<file path="src/rtl/regfile_access_ctrl.sv">
// regfile_access_ctrl: sequences operand reads and writebacks onto a strobe-driven register file
// Ports: clk_i/rst_i clock and synchronous active-high reset; op_valid_i/op_ready_o with rs1_i/rs2_i
//   operand-fetch request; opnd_valid_o/opnd_ready_i with opa_o/opb_o fetched operands;
//   wb_valid_i/wb_ready_o with wb_addr_i/wb_data_i writeback request; req_ra_o/req_rb_o/req_w_o
//   register-file strobes; raddr_a_o/raddr_b_o/waddr_a_o/wdata_a_o addresses and write data;
//   rdata_a_i/rdata_b_i register-file read data.
// Define REGFILE_ACCESS_STATS_EN to add rd_cnt_o/wr_cnt_o, saturating 16-bit strobe counters.
module regfile_access_ctrl #(
  parameter int DataWidth = 32
) (
  input  logic                 clk_i,
  input  logic                 rst_i,
  input  logic                 op_valid_i,
  output logic                 op_ready_o,
  input  logic [4:0]           rs1_i,
  input  logic [4:0]           rs2_i,
  output logic [DataWidth-1:0] opa_o,
  output logic [DataWidth-1:0] opb_o,
  output logic                 opnd_valid_o,
  input  logic                 opnd_ready_i,
  input  logic                 wb_valid_i,
  output logic                 wb_ready_o,
  input  logic [4:0]           wb_addr_i,
  input  logic [DataWidth-1:0] wb_data_i,
  output logic                 req_ra_o,
  output logic                 req_rb_o,
  output logic                 req_w_o,
  output logic [4:0]           raddr_a_o,
  output logic [4:0]           raddr_b_o,
  output logic [4:0]           waddr_a_o,
  output logic [DataWidth-1:0] wdata_a_o,
  input  logic [DataWidth-1:0] rdata_a_i,
  input  logic [DataWidth-1:0] rdata_b_i
`ifdef REGFILE_ACCESS_STATS_EN
  ,
  output logic [15:0]          rd_cnt_o,
  output logic [15:0]          wr_cnt_o
`endif
);
  typedef enum logic [2:0] {IDLE, RD_SETUP, RD_STROBE, RD_CAPT, OUT, WR_SETUP, WR_STROBE} state_e;
  state_e state_q, state_d;
  logic req_ra_q, req_ra_d, req_rb_q, req_rb_d, req_w_q, req_w_d;
  logic [4:0] raddr_a_q, raddr_a_d, raddr_b_q, raddr_b_d, waddr_q, waddr_d;
  logic [DataWidth-1:0] wdata_q, wdata_d, opa_q, opa_d, opb_q, opb_d;
  logic wb_acc, op_acc;
  always_comb begin
    wb_ready_o = state_q == IDLE && !rst_i;
    op_ready_o = wb_ready_o && !wb_valid_i;
    wb_acc = wb_valid_i && wb_ready_o;
    op_acc = op_valid_i && op_ready_o;
    state_d = state_q;
    case (state_q)
      IDLE:      state_d = wb_acc ? (wb_addr_i != '0 ? WR_SETUP : IDLE) : (op_acc ? RD_SETUP : IDLE);
      RD_SETUP:  state_d = RD_STROBE;
      RD_STROBE: state_d = RD_CAPT;
      RD_CAPT:   state_d = OUT;
      OUT:       state_d = opnd_ready_i ? IDLE : OUT;
      WR_SETUP:  state_d = WR_STROBE;
      default:   state_d = IDLE;
    endcase
    // strobes are registered one state ahead so they are flop outputs, never decoded glitches
    req_ra_d = state_q == RD_SETUP && raddr_a_q != '0;
    req_rb_d = state_q == RD_SETUP && raddr_b_q != '0;
    req_w_d = state_q == WR_SETUP;
    raddr_a_d = op_acc ? rs1_i : raddr_a_q;
    raddr_b_d = op_acc ? rs2_i : raddr_b_q;
    waddr_d = wb_acc && wb_addr_i != '0 ? wb_addr_i : waddr_q;
    wdata_d = wb_acc && wb_addr_i != '0 ? wb_data_i : wdata_q;
    opa_d = state_q == RD_CAPT ? (raddr_a_q == '0 ? '0 : rdata_a_i) : opa_q;
    opb_d = state_q == RD_CAPT ? (raddr_b_q == '0 ? '0 : rdata_b_i) : opb_q;
  end
  always_ff @(posedge clk_i) begin
    if (rst_i) begin
      state_q <= IDLE;
      req_ra_q <= 1'b0;
      req_rb_q <= 1'b0;
      req_w_q <= 1'b0;
      raddr_a_q <= '0;
      raddr_b_q <= '0;
      waddr_q <= '0;
      wdata_q <= '0;
      opa_q <= '0;
      opb_q <= '0;
    end else begin
      state_q <= state_d;
      req_ra_q <= req_ra_d;
      req_rb_q <= req_rb_d;
      req_w_q <= req_w_d;
      raddr_a_q <= raddr_a_d;
      raddr_b_q <= raddr_b_d;
      waddr_q <= waddr_d;
      wdata_q <= wdata_d;
      opa_q <= opa_d;
      opb_q <= opb_d;
    end
  end
  assign opnd_valid_o = state_q == OUT;
  assign req_ra_o = req_ra_q;
  assign req_rb_o = req_rb_q;
  assign req_w_o = req_w_q;
  assign raddr_a_o = raddr_a_q;
  assign raddr_b_o = raddr_b_q;
  assign waddr_a_o = waddr_q;
  assign wdata_a_o = wdata_q;
  assign opa_o = opa_q;
  assign opb_o = opb_q;
`ifdef REGFILE_ACCESS_STATS_EN
  logic [15:0] rd_cnt_q, wr_cnt_q;
  logic [16:0] rd_sum;
  // both read strobes can rise on the same edge, so the read count may advance by two
  assign rd_sum = {1'b0, rd_cnt_q} + {16'd0, req_ra_d} + {16'd0, req_rb_d};
  always_ff @(posedge clk_i) begin
    if (rst_i) begin
      rd_cnt_q <= '0;
      wr_cnt_q <= '0;
    end else begin
      rd_cnt_q <= rd_sum[16] ? 16'hFFFF : rd_sum[15:0];
      wr_cnt_q <= wr_cnt_q + {15'd0, req_w_d && wr_cnt_q != 16'hFFFF};
    end
  end
  assign rd_cnt_o = rd_cnt_q;
  assign wr_cnt_o = wr_cnt_q;
`endif
endmodule

</file>
<file path="config.mk">
export PLATFORM = sky130hd
export DESIGN_NAME = regfile_access_ctrl
export DESIGN_NICKNAME = d
export VERILOG_FILES = /design/src/rtl/regfile_access_ctrl.sv
export SDC_FILE = /design/constraint.sdc
export NUM_CORES = 1
export LEC_CHECK = 0
export ABC_AREA = 1
export ABC_CLOCK_PERIOD_IN_PS = 2000
export CAP_MARGIN = 10
export CORE_MARGIN = 3
export CORE_UTILIZATION = 40
export DETAILED_ROUTE_END_ITERATION = 16
export GPL_ROUTABILITY_DRIVEN = 0
export MAX_ROUTING_LAYER = met4
export PLACE_DENSITY = 0.8
export SLEW_MARGIN = 20
export SYNTH_ARGS = -nofsm -noshare
export SYNTH_HDL_FRONTEND = slang
export SYNTH_SLANG_ARGS = --single-unit
</file>
<file path="constraint.sdc">
create_clock -name clk_i -period 2 [get_ports clk_i]
set_input_delay 0.2 -clock clk_i [delete_from_list [all_inputs] [get_ports clk_i]]
set_output_delay 0.2 -clock clk_i [all_outputs]
set_load 0.02 [all_outputs]
</file>
==> out/metrics.cfg, run 1 <==
[pwr]
intPower_w = 0.00508
power_switching_w = 0.00173
p_leak_nw = 3.22
power.density_mw_per_mm2 = 895
pwr-share-seq_pct = 37.3
ir_worst_vdd_uv = 534
power_frac_comb_pct = 18.1
p_sw_share_pct = 25.4
p_clk_share_pct = 44.6

[route]
routedWlPerCell_um = 14.8
drt_iter0_markers = 291
drc = 0
first_pass_iters = 4
routed_wirelength_mm = 14.8
num_vias = 4885
ant_nets = 0
drt-vias-per-instance = 4.87

[yosys]
syn_nets = 750
synth_top_cells_by_count = nand2_1, dfxtp_1, nor2_1, a21oi_1, o21ai_0
synth_fa_ha_area_share_pct = 0
synth_enable_flop_cells = 0
yosys.cell_count.top_type = nand2_1
netlist_instances = 634
synth_compound_area_share_pct = 14.2
netlist_area_mm2 = 0.00463
synthSimpleGateAreaFrac_pct = 24.8
ys_warn_count = 0
synth.top_cell.area_share_pct = 50.6
synthXorXnorAreaFrac_pct = 0
synthArstFlopShare_pct = 0
ys_top_cells_by_area = dfxtp_1, nand2_1, nor2_1
synth_top_family_by_area = simple AND/OR/NAND/NOR gates
synth_seq_cells = 117
syn_avg_cell_area_um2 = 7.30
synth.yosys.seq_area_share_pct = 50.6
synth-main-ff-cell = dfxtp_1
ys_types = 17
synth_top_area_cell = dfxtp_1
muxShareOfSynthArea_pct = 0

[clocking]
cts_tree = yes
cts.reportedPaths.clkPinSlew_ns = 0.06
cts_hold_buf = 0
insertion_delay_ns = 0.40
post_cts_buffers = 0
cts_buffers = 17
cts_buffer_depth = 2
root_buffer = clkbuf_16
clock-sinks = 117
cts_resized = 0
htree_levels = 4

[floorplan]
initial_core_util_pct = 41.8
dieArea_mm2 = 0.0129
ios = 233
coreArea_mm2 = 0.0111
die_x_um = 114
rows = 38
die_y_um = 114

[timing]
rsz0062_at_grt = false
period_share_pct = 93.4
finalSetupViolCount = 0
slew_viol_final = 0
max_slew_margin_pct = 72.9
hold_violations = 0
tightest_slew_ns = 0.407
setup_tns_ns = 0
skew_ns = 0.0131
min_period_ns = 1.87
fmax_mhz = 535

[grt]
grt_max_degree = 101
grt_pass1_vias = 4704
antenna_found_initial = 0
grt-ovfl-total = 0
grt_pass1_wl_mm = 23.0
grt_usage_pct = 23.0

[finish]
area_growth_pct = 64.5
nets = 969
drive_above_1_share_pct = 5.91
antenna_cells = 0
fin_util_pct = 68.7
final_cell_area_mm2 = 0.00761
fin_cells = 1003
fillers = 916

[worst_setup_path]
crit_chain = nor2_2, nand2_2, inv_1, clkdlybuf4s50_1
crit_path_end_kind = output pin
cp_top_family = buffers and inverters
slowest_delay_ns = 0.59
path_class = reg -> out
cp.arrival_ns = 1.67
crit_path_start_kind = flop
crit_buf_inv = 2
cp_slowest_cell = clkdlybuf4s50_1
worst_ep_required_time_ns = 1.80
cp_max_fo = 4

[outcome]
status = complete, no violations

[hold_path]
holdCritPathClass = in -> reg

[placement]
placedCellCount = 974
port_buffers = 232
hpwl_mm = 10.7
placed_cell_area_mm2 = 0.00701

[flow_run]
cap_violations = 0

[flip-flops by register name, summed over array words and instances (netlist names)]
| name | cells |
|---|---|
| opa_o | 32 |
| opb_o | 32 |
| wdata_a_o | 32 |
| raddr_a_o | 5 |
| raddr_b_o | 5 |
| waddr_a_o | 5 |
| state_q | 3 |
| req_ra_o | 1 |
| req_rb_o | 1 |
| req_w_o | 1 |
[cell type report]
| class | count | area, µm² | share of cell area (%) |
|---|---|---|---|
| Timing Repair Buffer | 246 | 2480 | 32.6 |
| Multi-Input combinational cell | 416 | 1810 | 23.8 |
| Tap cell | 140 | 175 | 2.30 |
| Clock buffer | 20 | 467 | 6.13 |
| Clock inverter | 9 | 129 | 1.69 |
| Inverter | 55 | 206 | 2.71 |
| Sequential cell | 117 | 2340 | 30.8 |
[through the flow]
stage	setup slack [ns]	hold WS, ns	power [W]
4_1_cts	0.0361	0.334	0.00689
5_1_grt	0.0779	0.343	0.00711
6_report	0.131	0.355	0.00681
3_3_place_gp	0.193	0.462	0.00378
2_1_floorplan	0.793	0.269	0.00320
3_5_place_dp	0.195	0.471	0.00382
[power groups by stage]
| stage | clock network (W) | logic [W] | registers (W) |
|---|---|---|---|
| global route | 0.00322 | 0.00134 | 0.00255 |
| CTS | 0.00311 | 0.00124 | 0.00254 |
| global placement | 0 | 0.00121 | 0.00258 |
| detailed placement | 0 | 0.00123 | 0.00259 |
| floorplan | 0 | 0.000477 | 0.00273 |
| finish | 0.00304 | 0.00123 | 0.00254 |
[metal layers]
metal	up-vias	wire length, µm	global-route usage [%]	share of wire, %
met3	24	759	5.36	5.1
met5	-	0	-	0
met4	0	296	7.85	2.0
met1	2276	6050	26.3	41
met2	149	7690	39.7	52
li1	2436	-	-	-
[final timing paths]
path	start	slack (ns)	cells after the start	endpoint
worst min-delay path	rdata_b_i[11]	0.35	3	opb_o[11]
worst min register to register	waddr_a_o[3]	0.48	2	waddr_a_o[3]
worst max register to register	state_q[0]	0.57	5	opb_o[21]
worst max-delay path	state_q[1]	0.13	4	wb_ready_o
[cell usage in the layout (no fill, tap or decap), types with 3 or more instances in the layout]
master           count
buf_12               4
dfxtp_1            116
buf_4               10
clkdlybuf4s50_1    231
o21ai_0             56
nand2_1            129
nand4_1              3
nor2_2               3
clkbuf_16           17
nand3_1             41
a21oi_1             67
bufinv_16            3
o21ai_1              8
clkbuf_8             3
clkinv_2             3
inv_1               54
nor2_1             106
[cell families (layout without fill, tap and decap cells)]
kind of cell / after synthesis / after routing
buffers and inverters: 101 / 330
AO/OA/AOI/OAI: 131 / 131
flip-flops: 117 / 117
AND/OR/NAND/NOR: 285 / 285
[worst min-delay path, cell delays in order]
cell,delay [ns]
clkdlybuf4s50_1,0.39
nand2_1,0.06
a21oi_1,0.05
Power figures use the tool's default switching activity.
==> run 2: changes to the inputs <==
--- a/config.mk
+++ b/config.mk
@@ -10,6 +10,7 @@
 export CAP_MARGIN = 10
 export CORE_MARGIN = 3
 export CORE_UTILIZATION = 40
+export CTS_BUF_LIST = sky130_fd_sc_hd__clkbuf_4
 export DETAILED_ROUTE_END_ITERATION = 16
 export GPL_ROUTABILITY_DRIVEN = 0
 export MAX_ROUTING_LAYER = met4
==> run 2 against run 1 <==
  * Largest power group is now registers
  * Sequential cell count is the same
  * Utilization shrank 3.0 points
  * Total power shrank 20%
  * Routed wire length shrank 1.7%
  * Critical path depth is the same
  * Fmax grew 6.8%
  * First-iteration DRC count grew 12%
  * Die area is the same
==> out/metrics.cfg, run 2 (synthesis gave the netlist of run 1 again) <==
[route]
drt-vias-per-instance = 4.82  ; -0.96%
drt_iter0_markers = 326  ; +12%
num_vias = 4843  ; -0.86%
drc = 0  ; unchanged
routedWlPerCell_um = 14.5  ; -1.8%
routed_wirelength_mm = 14.6  ; -1.7%
first_pass_iters = 5  ; +1
ant_nets = 0  ; unchanged

[pwr]
pwr-share-seq_pct = 46.5  ; +9.2 points
power.density_mw_per_mm2 = 748  ; -16%
p_clk_share_pct = 31.0  ; -14 points
ir_worst_vdd_uv = 408  ; -24%
intPower_w = 0.00387  ; -24%
p_leak_nw = 3.08  ; -4.4%
power_frac_comb_pct = 22.5  ; +4.4 points
power_switching_w = 0.00157  ; -9.1%
p_sw_share_pct = 28.9  ; +3.5 points

[grt]
grt_usage_pct = 22.6  ; -0.44 points
grt_pass1_vias = 4614  ; -1.9%
antenna_found_initial = 0  ; unchanged
grt_pass1_wl_mm = 22.6  ; -1.8%
grt-ovfl-total = 0  ; unchanged
grt_max_degree = 101  ; unchanged

[timing]
max_slew_margin_pct = 73.0  ; +0.11 points
worst_slack_ns = 0.251  ; +0.120 ns
fmax_mhz = 572  ; +6.8%
hold_violations = 0  ; unchanged
skew_ns = 0.0256  ; +0.0126 ns
rsz0062_at_grt = false
setup_tns_ns = 0  ; unchanged
finalSetupViolCount = 0  ; unchanged
min_period_ns = 1.75  ; -0.120 ns
slew_viol_final = 0  ; unchanged
period_share_pct = 87.4  ; -6.0 points
tightest_slew_ns = 0.405  ; -0.00158 ns

[floorplan]
die_x_um = 114  ; unchanged
coreArea_mm2 = 0.0111  ; unchanged
rows = 38  ; unchanged
ios = 233  ; unchanged
initial_core_util_pct = 41.8  ; unchanged
die_y_um = 114  ; unchanged
dieArea_mm2 = 0.0129  ; unchanged

[clocking]
cts.reportedPaths.clkPinSlew_ns = 0.11  ; +0.05 ns
cts_buffer_depth = 2  ; unchanged
cts_hold_buf = 0  ; unchanged
cts_buffers = 17  ; unchanged
root_buffer = clkbuf_4
clock-sinks = 117  ; unchanged
insertion_delay_ns = 0.49  ; +0.09 ns
cts_tree = yes
htree_levels = 4  ; unchanged

[worst_setup_path]
path_class = reg -> out
crit_path_start_kind = flop
crit_path_end_kind = output pin
worst_ep_required_time_ns = 1.80  ; about the same
cp.arrival_ns = 1.55  ; -0.12 ns
cp_max_fo = 4  ; unchanged

[placement]
hpwl_mm = 10.7  ; unchanged
port_buffers = 232  ; unchanged
pre_cts_ws_ns = 0.195  ; unchanged

[finish]
fillers = 956  ; +4.4%
seq_area_mm2 = 0.00234  ; unchanged
area_growth_pct = 57.4
multi_input_area_mm2 = 0.00181  ; unchanged
layout_commonest_cell = clkdlybuf4s50_1
nets = 969  ; unchanged
layout_common_cells = clkdlybuf4s50_1, nand2_1, dfxtp_1
drive_above_1_share_pct = 5.56  ; -0.35 points

[hold_path]
holdCritPathClass = in -> reg

[outcome]
status = complete, no violations

[flow_run]
cap_violations = 0  ; unchanged

[run 2: changes by cell type in the layout (fill, tap and decap cells not counted), sizes merged]
cell           change
clkbuf             -3
clkinv             +3
clkdlybuf4s50      -2
dlygate4sd2        +2
diode              +1
[run 2: path summary, 6_finish.rpt]
check / cells past startpoint / slack, ns / start / end
setup / recovery: 4 / 0.25 / state_q[1] / op_ready_o
hold / removal: 3 / 0.24 / rdata_b_i[25] / opb_o[25]
setup reg to reg: 5 / 0.56 / state_q[0] / opb_o[21]
hold reg to reg: 2 / 0.49 / wdata_a_o[1] / wdata_a_o[1]
[run 2: power groups by stage]
stage | logic (W) | clock network, W | registers (W)
6_report | 0.00122 | 0.00169 | 0.00253
5_1_grt | 0.00133 | 0.00186 | 0.00255
4_1_cts | 0.00123 | 0.00174 | 0.00253
3_5_place_dp | 0.00123 | 0 | 0.00259
3_3_place_gp | 0.00121 | 0 | 0.00258
2_1_floorplan | 0.000477 | 0 | 0.00273
[run 2: area by class of cell]
| class | count | share of cell area, % |
|---|---|---|
| Antenna cell | 1 | 0.0344 |
| Clock buffer | 17 | 1.75 |
| Clock inverter | 12 | 1.92 |
| Inverter | 55 | 2.84 |
| Multi-Input combinational cell | 416 | 24.8 |
| Sequential cell | 117 | 32.2 |
| Tap cell | 140 | 2.41 |
| Timing Repair Buffer | 246 | 34.0 |
[run 2: routing by layer]
layer	vias to the layer above	GRT usage [%]	share of wire, %
li1	2444	-	-
met3	20	5.89	5.6
met1	2242	26.1	41
met5	-	-	0
met4	0	6.01	1.6
met2	137	38.9	52
[run 2: worst max-delay path, cell delays in order, from the launching register on]
cell and delay [ns]:
dfxtp_1 0.36, nor2_2 0.18, nand2_2 0.10, nor2_1 0.09
dlygate4sd2_1 0.34
[run 2: through the flow]
| step | power, W | area, µm² | hold WS, ns | utilization [%] | cells |
|---|---|---|---|---|---|
| after global placement | 0.00378 | 7010 | 0.462 | 63.3 | 974 |
| after detailed placement | 0.00382 | 7010 | 0.471 | 63.3 | 974 |
| after global routing | 0.00573 | 7280 | 0.187 | 65.7 | 1003 |
| after floorplan | 0.00320 | 4630 | 0.269 | - | 634 |
| after CTS | 0.00550 | 7280 | 0.197 | 65.7 | 1003 |
| final | 0.00544 | 7280 | 0.244 | 65.7 | 1004 |
[run 2: what timing repair did]
| item | in CTS | in global routing |
|---|---|---|
| cloned | 0 | 0 |
| setup endpoints to repair | 3 | 1 |
| resized for setup | 3 | 1 |
| setup buffers | 0 | 0 |
==> run 3: changes to the inputs <==
--- a/config.mk
+++ b/config.mk
@@ -6,15 +6,15 @@
 export NUM_CORES = 1
 export LEC_CHECK = 0
 export ABC_AREA = 1
-export ABC_CLOCK_PERIOD_IN_PS = 2000
+export ABC_CLOCK_PERIOD_IN_PS = 1600
 export CAP_MARGIN = 10
 export CORE_MARGIN = 3
 export CORE_UTILIZATION = 40
-export CTS_BUF_LIST = sky130_fd_sc_hd__clkbuf_4
+export CTS_BUF_LIST = sky130_fd_sc_hd__clkbuf_4 sky130_fd_sc_hd__clkbuf_8
 export DETAILED_ROUTE_END_ITERATION = 16
+export DONT_BUFFER_PORTS = 1
 export GPL_ROUTABILITY_DRIVEN = 0
 export MAX_ROUTING_LAYER = met4
-export PLACE_DENSITY = 0.8
 export SLEW_MARGIN = 20
 export SYNTH_ARGS = -nofsm -noshare
 export SYNTH_HDL_FRONTEND = slang
==> constraint.sdc (replaced) <==
create_clock -name clk_i -period 1.6 [get_ports clk_i]
set_input_delay 0.16 -clock clk_i [delete_from_list [all_inputs] [get_ports clk_i]]
set_output_delay 0.16 -clock clk_i [all_outputs]
set_load 0.02 [all_outputs]
==> run 3 against run 2 <==
  * Setup slack worse by 0.14 ns
  * Register-to-register slack got worse by 0.40 ns
  * Design area down 14%
  * Count of clock-buffer cells in the layout up 6
  * Utilization is 8.9 points lower
  * Largest cell class is now flip-flops and latches
==> out/metrics.cfg, run 3 (synthesis gave the netlist of run 1 again) <==
[finish]
final_cell_area_mm2 = 0.00630  ; -14%
nets = 850  ; -12%
layout_common_cells = nand2_1, dfxtp_1, dlygate4sd3_1
antenna_cells = 0  ; -1
fillers = 959  ; +0.31%
layout_commonest_cell = nand2_1
area_growth_pct = 36.1
drive_above_1_share_pct = 7.36  ; +1.8 points

[route]
routed_wirelength_mm = 13.8  ; -5.1%
drt-vias-per-instance = 5.10  ; +5.8%
ant_nets = 0  ; unchanged
drc = 0  ; unchanged
routedWlPerCell_um = 15.6  ; +7.4%
first_pass_iters = 5  ; unchanged
num_vias = 4527  ; -6.5%
drt_iter0_markers = 296  ; -9.2%

[timing]
finalSetupViolCount = 0  ; unchanged
hold_violations = 0  ; unchanged
worst_slack_ns = 0.110  ; -0.141 ns
max_slew_margin_pct = 76.7  ; +3.8 points
skew_ns = 0.00713  ; -0.0185 ns
setup_tns_ns = 0  ; unchanged
slew_viol_final = 0  ; unchanged
tightest_slew_ns = 0.349  ; -0.0563 ns
period_share_pct = 93.1
min_period_ns = 1.49
fmax_mhz = 671

[grt]
grt_pass1_vias = 4338  ; -6.0%
use_met3_pct = 7.48  ; +1.6 points
grt-ovfl-total = 0  ; unchanged
top_usage_layer = met2
met1_usage_pct = 23.2  ; -2.9 points
grt_max_degree = 89  ; -12%
antenna_found_initial = 0  ; unchanged
use_met2_pct = 35.7  ; -3.2 points
grt_usage_pct = 21.4  ; -1.2 points
grt_pass1_wl_mm = 21.4  ; -5.4%

[clocking]
htree_levels = 4  ; unchanged
cts.reportedPaths.clkPinSlew_ns = 0.06  ; -0.05 ns
cts_buffers = 17  ; unchanged
cts_buffer_depth = 2  ; unchanged
insertion_delay_ns = 0.43  ; -0.06 ns
cts_tree = yes
root_buffer = clkbuf_8
clock-sinks = 117  ; unchanged

[floorplan]
die_y_um = 114  ; unchanged
ios = 233  ; unchanged
dieArea_mm2 = 0.0129  ; unchanged
initial_core_util_pct = 41.8  ; unchanged
coreArea_mm2 = 0.0111  ; unchanged
rows = 38  ; unchanged
die_x_um = 114  ; unchanged

[worst_setup_path]
cp_slowest_cell = dfxtp_1
ff2ff_setup_slack_ns = 0.16  ; -0.40 ns
path_class = reg -> out
cp.arrival_ns = 1.33  ; -0.22 ns
slowest_delay_ns = 0.39  ; +0.03 ns
r2r-end = opb_o[11]
crit_path_end_kind = output pin
worst_ep_required_time_ns = 1.44  ; -0.36 ns
cp_top_family = simple AND/OR/NAND/NOR gates
crit_buf_inv = 0  ; -1
cp_max_fo = 5  ; +1
regToRegStartpoint = state_q[0]
rr_worst_depth = 5  ; unchanged
crit_chain = nor2_4, nand2_2, nor2_2
crit_path_start_kind = flop

[pwr]
finalPower_w = 0.00711  ; +31%
power.density_mw_per_mm2 = 1130  ; +51%
ir_worst_vdd_uv = 1020  ; +150%
p_leak_nw = 2.76  ; -10%

[hold_path]
holdCritPathClass = in -> reg
hold_path_depth = 4  ; +1
hp-start = wb_valid_i
hold_path_end = state_q[0]

[placement]
hpwl_mm = 8.16  ; -24%
port_buffers = 0  ; -100%
pre_cts_ws_ns = 0.215  ; +0.0197 ns
placed_cell_area_mm2 = 0.00473  ; -33%

[flow_run]
cap_violations = 0  ; unchanged

[outcome]
status = complete, no violations

## run 3: repair_timing
item / CTS / global route
endpoints found under the hold margin: 114 / 0
cloned: 0 / 1
pin swaps: 0 / 0
hold buffers: 113 / 0
buffers inserted: 0 / 0
resized for setup: 2 / 0
endpoints found under the setup margin: 2 / 5
## run 3: where the power goes
group	internal, W	leakage, nW	total [W]	switching, W
sequential	0.00308	0.951	0.00338	0.000305
clock	0.00157	0.208	0.00272	0.00115
combinational	0.000458	1.60	0.00102	0.000560
## run 3: worst max-delay path by stage
stage,from,depth (start not counted),end
after detailed placement,state_q[0],5,opa_o[3]
after global routing,state_q[0],5,opb_o[11]
after CTS,state_q[2],3,op_ready_o
after floorplan,state_q[2],8,wdata_a_o[10]
final,state_q[2],3,op_ready_o
after global placement,state_q[0],5,opa_o[0]
## run 3: layout make-up
cell class              instances  area (µm²)  area share [%]
clock inverters                 9         100            1.59
multi-input cells             416        1810            28.8
flip-flops and latches        117        2340            37.2
well taps                     140         175            2.78
clock buffers                  23         304            4.83
repair buffers                127        1350            21.5
inverters                      55         206            3.28
## run 3: per-stage QoR
step	cells	utilization (%)	hold slack [ns]
3_5_place_dp	741	42.7	0.233
4_1_cts	886	56.6	0.0321
6_report	887	56.8	0.0622
2_1_floorplan	634	-	0.229
5_1_grt	887	56.8	0.0627
3_3_place_gp	741	42.7	0.231
## run 3: worst register-to-register path: stages (launching register included)
cell	delay (ns)
dfxtp_1	0.46
nand2_1	0.14
nor2_4	0.23
buf_12	0.24
o21ai_0	0.11
a21oi_1	0.18
## run 3: metal layers
layer	vias to the layer above	wire [µm]
met4	0	278
li1	2204	-
met5	-	0
met3	24	1210
met2	208	7030
met1	2091	5290
